===== src/rtl/fpu_wb_collector.sv =====
// Writeback collector: merges tagged results from two FPU pipes into one
// register-file write port through a circular buffer, oldest first, A before B.
module fpu_wb_collector #(
  parameter int DEPTH = 8,
  parameter int LAT   = 2
) (
  input  logic        clk,
  input  logic        rstn,
  input  logic        a_flag,
  input  logic [4:0]  a_add,
  input  logic [31:0] a_data,
  input  logic        b_flag,
  input  logic [4:0]  b_add,
  input  logic [31:0] b_data,
  output logic        wb_en,
  output logic [4:0]  wb_add,
  output logic [31:0] wb_data,
  output logic        stall,
  output logic        overflow
);

  localparam int AW  = $clog2(DEPTH);
  localparam int CW  = AW + 1;
  localparam int SW  = CW + 1;
  localparam int THR = DEPTH - 2 * LAT;
  localparam logic [SW-1:0] DEPTH_W = SW'(DEPTH);
  localparam logic [SW-1:0] THR_W   = SW'(THR);

  logic [36:0]   mem_r [DEPTH];
  logic [AW-1:0] wr_ptr_r;
  logic [AW-1:0] rd_ptr_r;
  logic [CW-1:0] count_r;

  logic [36:0]   a_ent_s;
  logic [36:0]   b_ent_s;
  logic          pop_s;
  logic          fifo_pop_s;
  logic [36:0]   pop_ent_s;
  logic [1:0]    cand_cnt_s;
  logic [36:0]   cand0_s;
  logic [36:0]   cand1_s;
  logic [SW-1:0] space_s;
  logic [1:0]    push_cnt_s;
  logic          drop_s;
  logic [SW-1:0] count_next_s;

  assign a_ent_s = {a_add, a_data};
  assign b_ent_s = {b_add, b_data};

  // Select the head of the logical queue and the results left over to push.
  always_comb begin
    pop_s      = 1'b0;
    fifo_pop_s = 1'b0;
    pop_ent_s  = 37'd0;
    cand_cnt_s = 2'd0;
    cand0_s    = 37'd0;
    cand1_s    = 37'd0;
    if (count_r != CW'(1'b0)) begin
      pop_s      = 1'b1;
      fifo_pop_s = 1'b1;
      pop_ent_s  = mem_r[rd_ptr_r];
      if (a_flag && b_flag) begin
        cand0_s    = a_ent_s;
        cand1_s    = b_ent_s;
        cand_cnt_s = 2'd2;
      end else if (a_flag) begin
        cand0_s    = a_ent_s;
        cand_cnt_s = 2'd1;
      end else if (b_flag) begin
        cand0_s    = b_ent_s;
        cand_cnt_s = 2'd1;
      end else begin
        cand_cnt_s = 2'd0;
      end
    end else if (a_flag) begin
      // Empty buffer: A bypasses straight to the write port.
      pop_s     = 1'b1;
      pop_ent_s = a_ent_s;
      if (b_flag) begin
        cand0_s    = b_ent_s;
        cand_cnt_s = 2'd1;
      end else begin
        cand_cnt_s = 2'd0;
      end
    end else if (b_flag) begin
      pop_s     = 1'b1;
      pop_ent_s = b_ent_s;
    end else begin
      pop_s = 1'b0;
    end
  end

  // Admit as many candidates as fit; the youngest (B) is the first to go.
  always_comb begin
    space_s = DEPTH_W - SW'(count_r) + SW'(fifo_pop_s);
    if (space_s >= SW'(cand_cnt_s)) begin
      push_cnt_s = cand_cnt_s;
    end else begin
      push_cnt_s = space_s[1:0];
    end
    drop_s       = (push_cnt_s != cand_cnt_s);
    count_next_s = SW'(count_r) + SW'(push_cnt_s) - SW'(fifo_pop_s);
  end

  // Control state and registered outputs.
  always_ff @(posedge clk or negedge rstn) begin
    if (!rstn) begin
      wb_en    <= 1'b0;
      wb_add   <= 5'd0;
      wb_data  <= 32'd0;
      stall    <= 1'b0;
      overflow <= 1'b0;
      count_r  <= '0;
      wr_ptr_r <= '0;
      rd_ptr_r <= '0;
    end else begin
      wb_en <= pop_s;
      if (pop_s) begin
        wb_add  <= pop_ent_s[36:32];
        wb_data <= pop_ent_s[31:0];
      end
      count_r  <= count_next_s[CW-1:0];
      rd_ptr_r <= rd_ptr_r + AW'(fifo_pop_s);
      wr_ptr_r <= wr_ptr_r + AW'(push_cnt_s);
      stall    <= (count_next_s >= THR_W);
      overflow <= overflow | drop_s;
    end
  end

  // Buffer storage; contents are don't-care until written.
  always_ff @(posedge clk) begin
    if (push_cnt_s != 2'd0) begin
      mem_r[wr_ptr_r] <= cand0_s;
    end
    if (push_cnt_s == 2'd2) begin
      mem_r[wr_ptr_r + AW'(1'b1)] <= cand1_s;
    end
  end

endmodule

===== config.mk =====
export PLATFORM = sky130hd
export DESIGN_NAME = fpu_wb_collector
export DESIGN_NICKNAME = d
export VERILOG_FILES = /design/src/rtl/fpu_wb_collector.sv
export SDC_FILE = /design/constraint.sdc
export NUM_CORES = 1
export LEC_CHECK = 0
export ABC_AREA = 0
export CAP_MARGIN = 20
export CORE_MARGIN = 2
export CORE_UTILIZATION = 65
export DETAILED_ROUTE_END_ITERATION = 10
export DONT_BUFFER_PORTS = 1
export PLACE_DENSITY = 0.83
export REMOVE_ABC_BUFFERS = 1
export SKIP_LAST_GASP = 1
export SLEW_MARGIN = 10
export SYNTH_ARGS = -nofsm -noshare
export SYNTH_HDL_FRONTEND = slang
export SYNTH_SLANG_ARGS = --single-unit

===== constraint.sdc =====
create_clock -name clk -period 6.7 [get_ports clk]
set_input_delay 1.34 -clock clk [delete_from_list [all_inputs] [get_ports clk]]
set_output_delay 1.34 -clock clk [all_outputs]
set_load 0.01 [all_outputs]

Word-level counts from Yosys, hierarchy flattened:

Memory sizes are Yosys's and may differ from the RTL's.
Cells that the tools add are included.

* bits of input ports: 78
* flip-flop bits (word level): 50
* output and inout bits: 40
* memories kept: 1
* bits in writable memories: 296

* mux-type cells: 22
* $add $sub $neg: 7
* equality and inequality tests: 2
* reduce and logical (&&, ||, !) cells: 3
* bitwise gates (word level): 1
* magnitude comparators: 2

Memory list
* mem_r: words 8, bits a word 37, rd ports 1, clocked after memory_dff 0, write ports 2, line 29 `logic [36:0] mem_r [DEPTH];`

Operators by type and width (number)
* 2-to-1 mux 37 bit: 8
* 2-to-1 mux 1 bit: 11
* 2-to-1 mux 2 bit: 3
* adder 4 x 2 -> 5 bit: 1
* adder 5 x 1 -> 5 bit: 1
* >= comparator 5 x 2 -> 1 bit: 1
* >= comparator 5 x 3 -> 1 bit (second input constant): 1
* subtractor 4 x 4 -> 5 bit (first input constant): 1
* subtractor 5 x 1 -> 5 bit: 1
* nonzero test 4 bit: 1
* adder 3 x 1 -> 3 bit: 1
* adder 3 x 1 -> 3 bit (second input constant): 1
* adder 3 x 2 -> 3 bit: 1
* equality test 2 bit (second input constant): 1
* inequality test 2 bit: 1
* nonzero test 2 bit: 1
* logical AND 1 bit: 1
* bitwise OR 1 bit: 1

Longest topological paths before layout:

* depth in word-level cells: 9
* gate-level depth with buffers: 23

Worst setup path before layout:

Ideal clock, no wire load.

* kind: input -> register
* start point: input b_flag
* end point: memory mem_r[6][0], enable pin
* required time: 6246 ps
* library setup time: 454 ps
* arrival: 6234 ps
* stages on the path: 14
* path buffers: 5
* path slack: 13 ps
* cells stage by stage: clkbuf_1 > clkbuf_1 > buf_1 > inv_1 > ha_1 > mux2i_1 > buf_2 > inv_1 > ha_1 > nand2b_1 > a221oi_4 > buf_8 > or4b_2 > a31oi_1

RTL lines
* from (decl): line 12 `input logic b_flag,`
* to (decl): line 29

Final worst setup path:

* start point: register count_r[3]
* end point: register stall

* longest elaborated chain between the ends: 8
* elaborated cells between the ends (all ways): 10
* classes of those cells: add/sub (4); order compare (2); mux (3); reduce/logical (1)

RTL lines
* from (decl): line 32 `logic [CW-1:0] count_r;`
* from (signal assigned): line 122 `count_r <= count_next_s[CW-1:0];`
* branches (longest 6 deep; another with subtractor 4 x 4 -> 5 bit)
* subtractor 5 x 1 -> 5 bit (*): line 102 `count_next_s = SW'(count_r) + SW'(push_cnt_s) - SW'(fifo_pop_s);`
* >= comparator 5 x 3 -> 1 bit (*): line 125 `stall <= (count_next_s >= THR_W);`
* to (signal assigned): line 125
* to (decl): line 18 `output logic stall,`

Mark *: on every way between the ends.
A chain may end at the register's enable or synchronous reset.

==> flow_metrics.tcl <==
set metrics [dict create \
    period_minus_slack_ns 4.67 \
    dpl.hpwl_microns 27600 \
    power.leakage_nw 8.78 \
    crit_top_cell "ha_1" \
    cts.sinks 346 \
    setup_violations 0 \
    fin_setup_tns_ns 0 \
    finalCritPeriodShare 0.697 \
    cts_hold_buf 0 \
    holdWs_ns 0.505 \
    finalNonFillerCells 1758 \
    fin_skew_ns 0.0161 \
    cts_resized 0 \
    crit_slowest_cell "fa_1" \
    synthTopCellsByArea "edfxtp_1 (46%), mux2i_1 (20%), mux4_2 (8.6%), dfrtp_1 (6.4%), a21oi_1 (2.2%)" \
    place_inst 1688 \
    synth_cell_types 44 \
    port_buffers 0 \
    via_per_inst 7.10 \
    cts_max_path_buffers 3 \
    cts_tree "yes" \
    nets 1437 \
    antenna_found_initial 0 \
    crit_chain "inv_1, ha_1, nor3b_4, buf_4, ha_1, inv_1, ha_1, ha_1, or2_2, a221oi_4, buf_4, mux2i_1, xnor2_1, ha_1, fa_1, o21ai_0, nand4b_1" \
    multi_input_area_sq_um 8640 \
    start_util 0.659 \
    track_usage 0.319 \
    yosys-top-cells-count "mux2i_1 (380), edfxtp_1 (296), a21oi_1 (84), nand2_1 (79), mux4_2 (74)" \
    placed_area_sq_um 19600 \
    fin_ws_ns 2.03 \
    cpPeakStageDelay_ns 0.50 \
    slew_headroom 0.314 \
    design_area_sq_um 20800 \
    hold_viol 0 \
    endpoint_kind "flip-flop" \
    wirelength_microns 49900 \
    fp.dieArea_sq_um 31400 \
    synth_ff_type "edfxtp_1" \
    post_cts_buffers 0 \
    wire_per_inst_microns 28.4 \
    hp-class "primary input to async pin" \
    yosys.area.top_type "edfxtp_1" \
    r2r-end "stall" \
    worstSetupStartpointType "flip-flop" \
    worstRegToRegCells 17 \
    tightest_slew_ns 1.03 \
    htreeDepth 2 \
    place.gp.congestion 0.845 \
    crit_arrival_ns 5.06 \
    reg2reg_slack_ns 2.03 \
    regArea_sq_um 10100 \
    ios 118 \
    die_w_microns 177 \
    synthToLayoutAreaGrowth_pct 7.07 \
    rsz0062_at_grt "false" \
    syn_area_sq_um 19500 \
    vias 12500 \
    drc_errors 0 \
    drv_slew 0 \
    ys_warn_count 0 \
    core_region_area_sq_um 29600 \
    ir_drop_uv 336 \
    postSynthCellCount 1383 \
    numCtsBuffers 37 \
    synth.top_cell.area_share 0.456 \
    synth_edf_count 296 \
    overflow 0 \
    grt_pass1_vias 12900 \
    num_antenna_cells 0 \
    outcome "finished clean" \
    worst-path-max-fanout 29 \
    crit_required_ns 7.09 \
    synth_most_common_cell "mux2i_1" \
    r2r_start "count_r[3]" \
    drv_cap 0 \
    dp_slack_ns 1.72 \
    grt_first_pass_wirelength_microns 75300 \
    fillers 1931 \
    die_y_microns 177 \
    drt-initial-drc-count 1339 \
    clk_latency_ns 0.53 \
    critical_path_class "flip-flop to flip-flop" \
    num_rows 63 \
    grt_max_degree 78 \
    drive_above_1_share 0.142 \
    avgSynthCellArea_sq_um 14.1 \
    synth-async-reset-ratio 0.145 \
    ant_nets 0 \
    ys_seq_elements 346 \
    cts_root_buf "clkbuf_16" \
    timing.fmax_mhz 214 \
    p_per_area_nw_per_um2 449 \
    yosysSeqAreaShare 0.521 \
    path_clk_slew_ns 0.06 \
    dr.pass1.iters 6 \
]
[worst max-delay path: cells and delay by family, from the launching register on]
family	cells	cell delay, ns
adders and majority gates	6	1.65
and+or+nand+nor	3	0.57
AOI/OAI and AO/OA	2	0.42
xor gates and xnor gates	1	0.12
muxes	1	0.41
buffers and inverters	4	0.92
DFF	1	0.43
[state kept, by name (all words and copies together), names as in the netlist]
signal    count
count_r       4
overflow      1
wb_data      32
wb_en         1
mem_r       296
wb_add        5
rd_ptr_r      3
wr_ptr_r      3
stall         1
[report_power, final]
group	total (mW)	leakage, nW	internal, mW	switching, mW
Clock	2.03	0.577	1.18	0.846
Sequential	3.88	3.32	3.40	0.481
Combinational	3.46	4.89	1.46	1.99
[placed cells by master, fill, tap and decap left out, types with 9 or more instances in the layout]
| cell | netlist | layout |
|---|---|---|
| a211oi_1 | 37 | 37 |
| a21oi_1 | 84 | 77 |
| a22oi_1 | 37 | 37 |
| and2_1 | 40 | 39 |
| buf_4 | 15 | 30 |
| clkbuf_1 | 51 | 12 |
| clkbuf_16 | 0 | 39 |
| dfrtp_1 | 50 | 47 |
| edfxtp_1 | 296 | 296 |
| ha_1 | 18 | 16 |
| inv_1 | 12 | 10 |
| mux2i_1 | 380 | 372 |
| mux4_2 | 74 | 74 |
| nand2_1 | 79 | 79 |
| nand3b_1 | 39 | 39 |
| nor2_1 | 13 | 12 |
| nor3_1 | 9 | 9 |
| o22a_1 | 37 | 37 |
[worst max path at each step]
stage               cells after the start      endpoint  slack, ns        from
floorplan                              10   mem_r[0][0]      -5.49  count_r[3]
global placement                       11  mem_r[7][36]       1.77      a_flag
detailed placement                     11  mem_r[7][18]       1.72      a_flag
CTS                                    17         stall       2.04  count_r[3]
global route                           17         stall       1.76  count_r[3]
finish                                 17         stall       2.03  count_r[3]
[metrics by stage]
step	power, mW	utilization
global route	9.74	0.705
finish	9.36	0.705
global placement	7.16	0.663
detailed placement	7.28	0.663
CTS	9.31	0.703
floorplan	6.31	-
[routing by layer]
metal  share of wire  up-vias  wire length [microns]  track usage
met1            0.38     6321                  18800        0.410
met4           0.039        0                   1940        0.131
li1                -     5351                      -            -
met5               0        -                      0            0
met3           0.089      148                   4430       0.0543
met2            0.50      667                  24700        0.541
[cells by family after synthesis]
| family | after synthesis | share of synthesized area |
|---|---|---|
| flip-flops | 346 | 0.521 |
| XOR/XNOR | 9 | 0.00405 |
| adder cells (fa/ha/maj) | 20 | 0.0136 |
| AND/OR/NAND/NOR | 212 | 0.0599 |
| buffers and inverters | 130 | 0.0468 |
| multiplexers | 455 | 0.282 |
| AO/OA/AOI/OAI | 211 | 0.0733 |
[final cells by class]
type,instances,share of cell area
Clock buffer,54,0.0510
Multi-Input combinational cell,907,0.415
Timing Repair Buffer,35,0.0163
Tap cell,390,0.0234
Clock inverter,14,0.00576
Sequential cell,346,0.487
Inverter,12,0.00216
(Power assumes the default switching activity.)
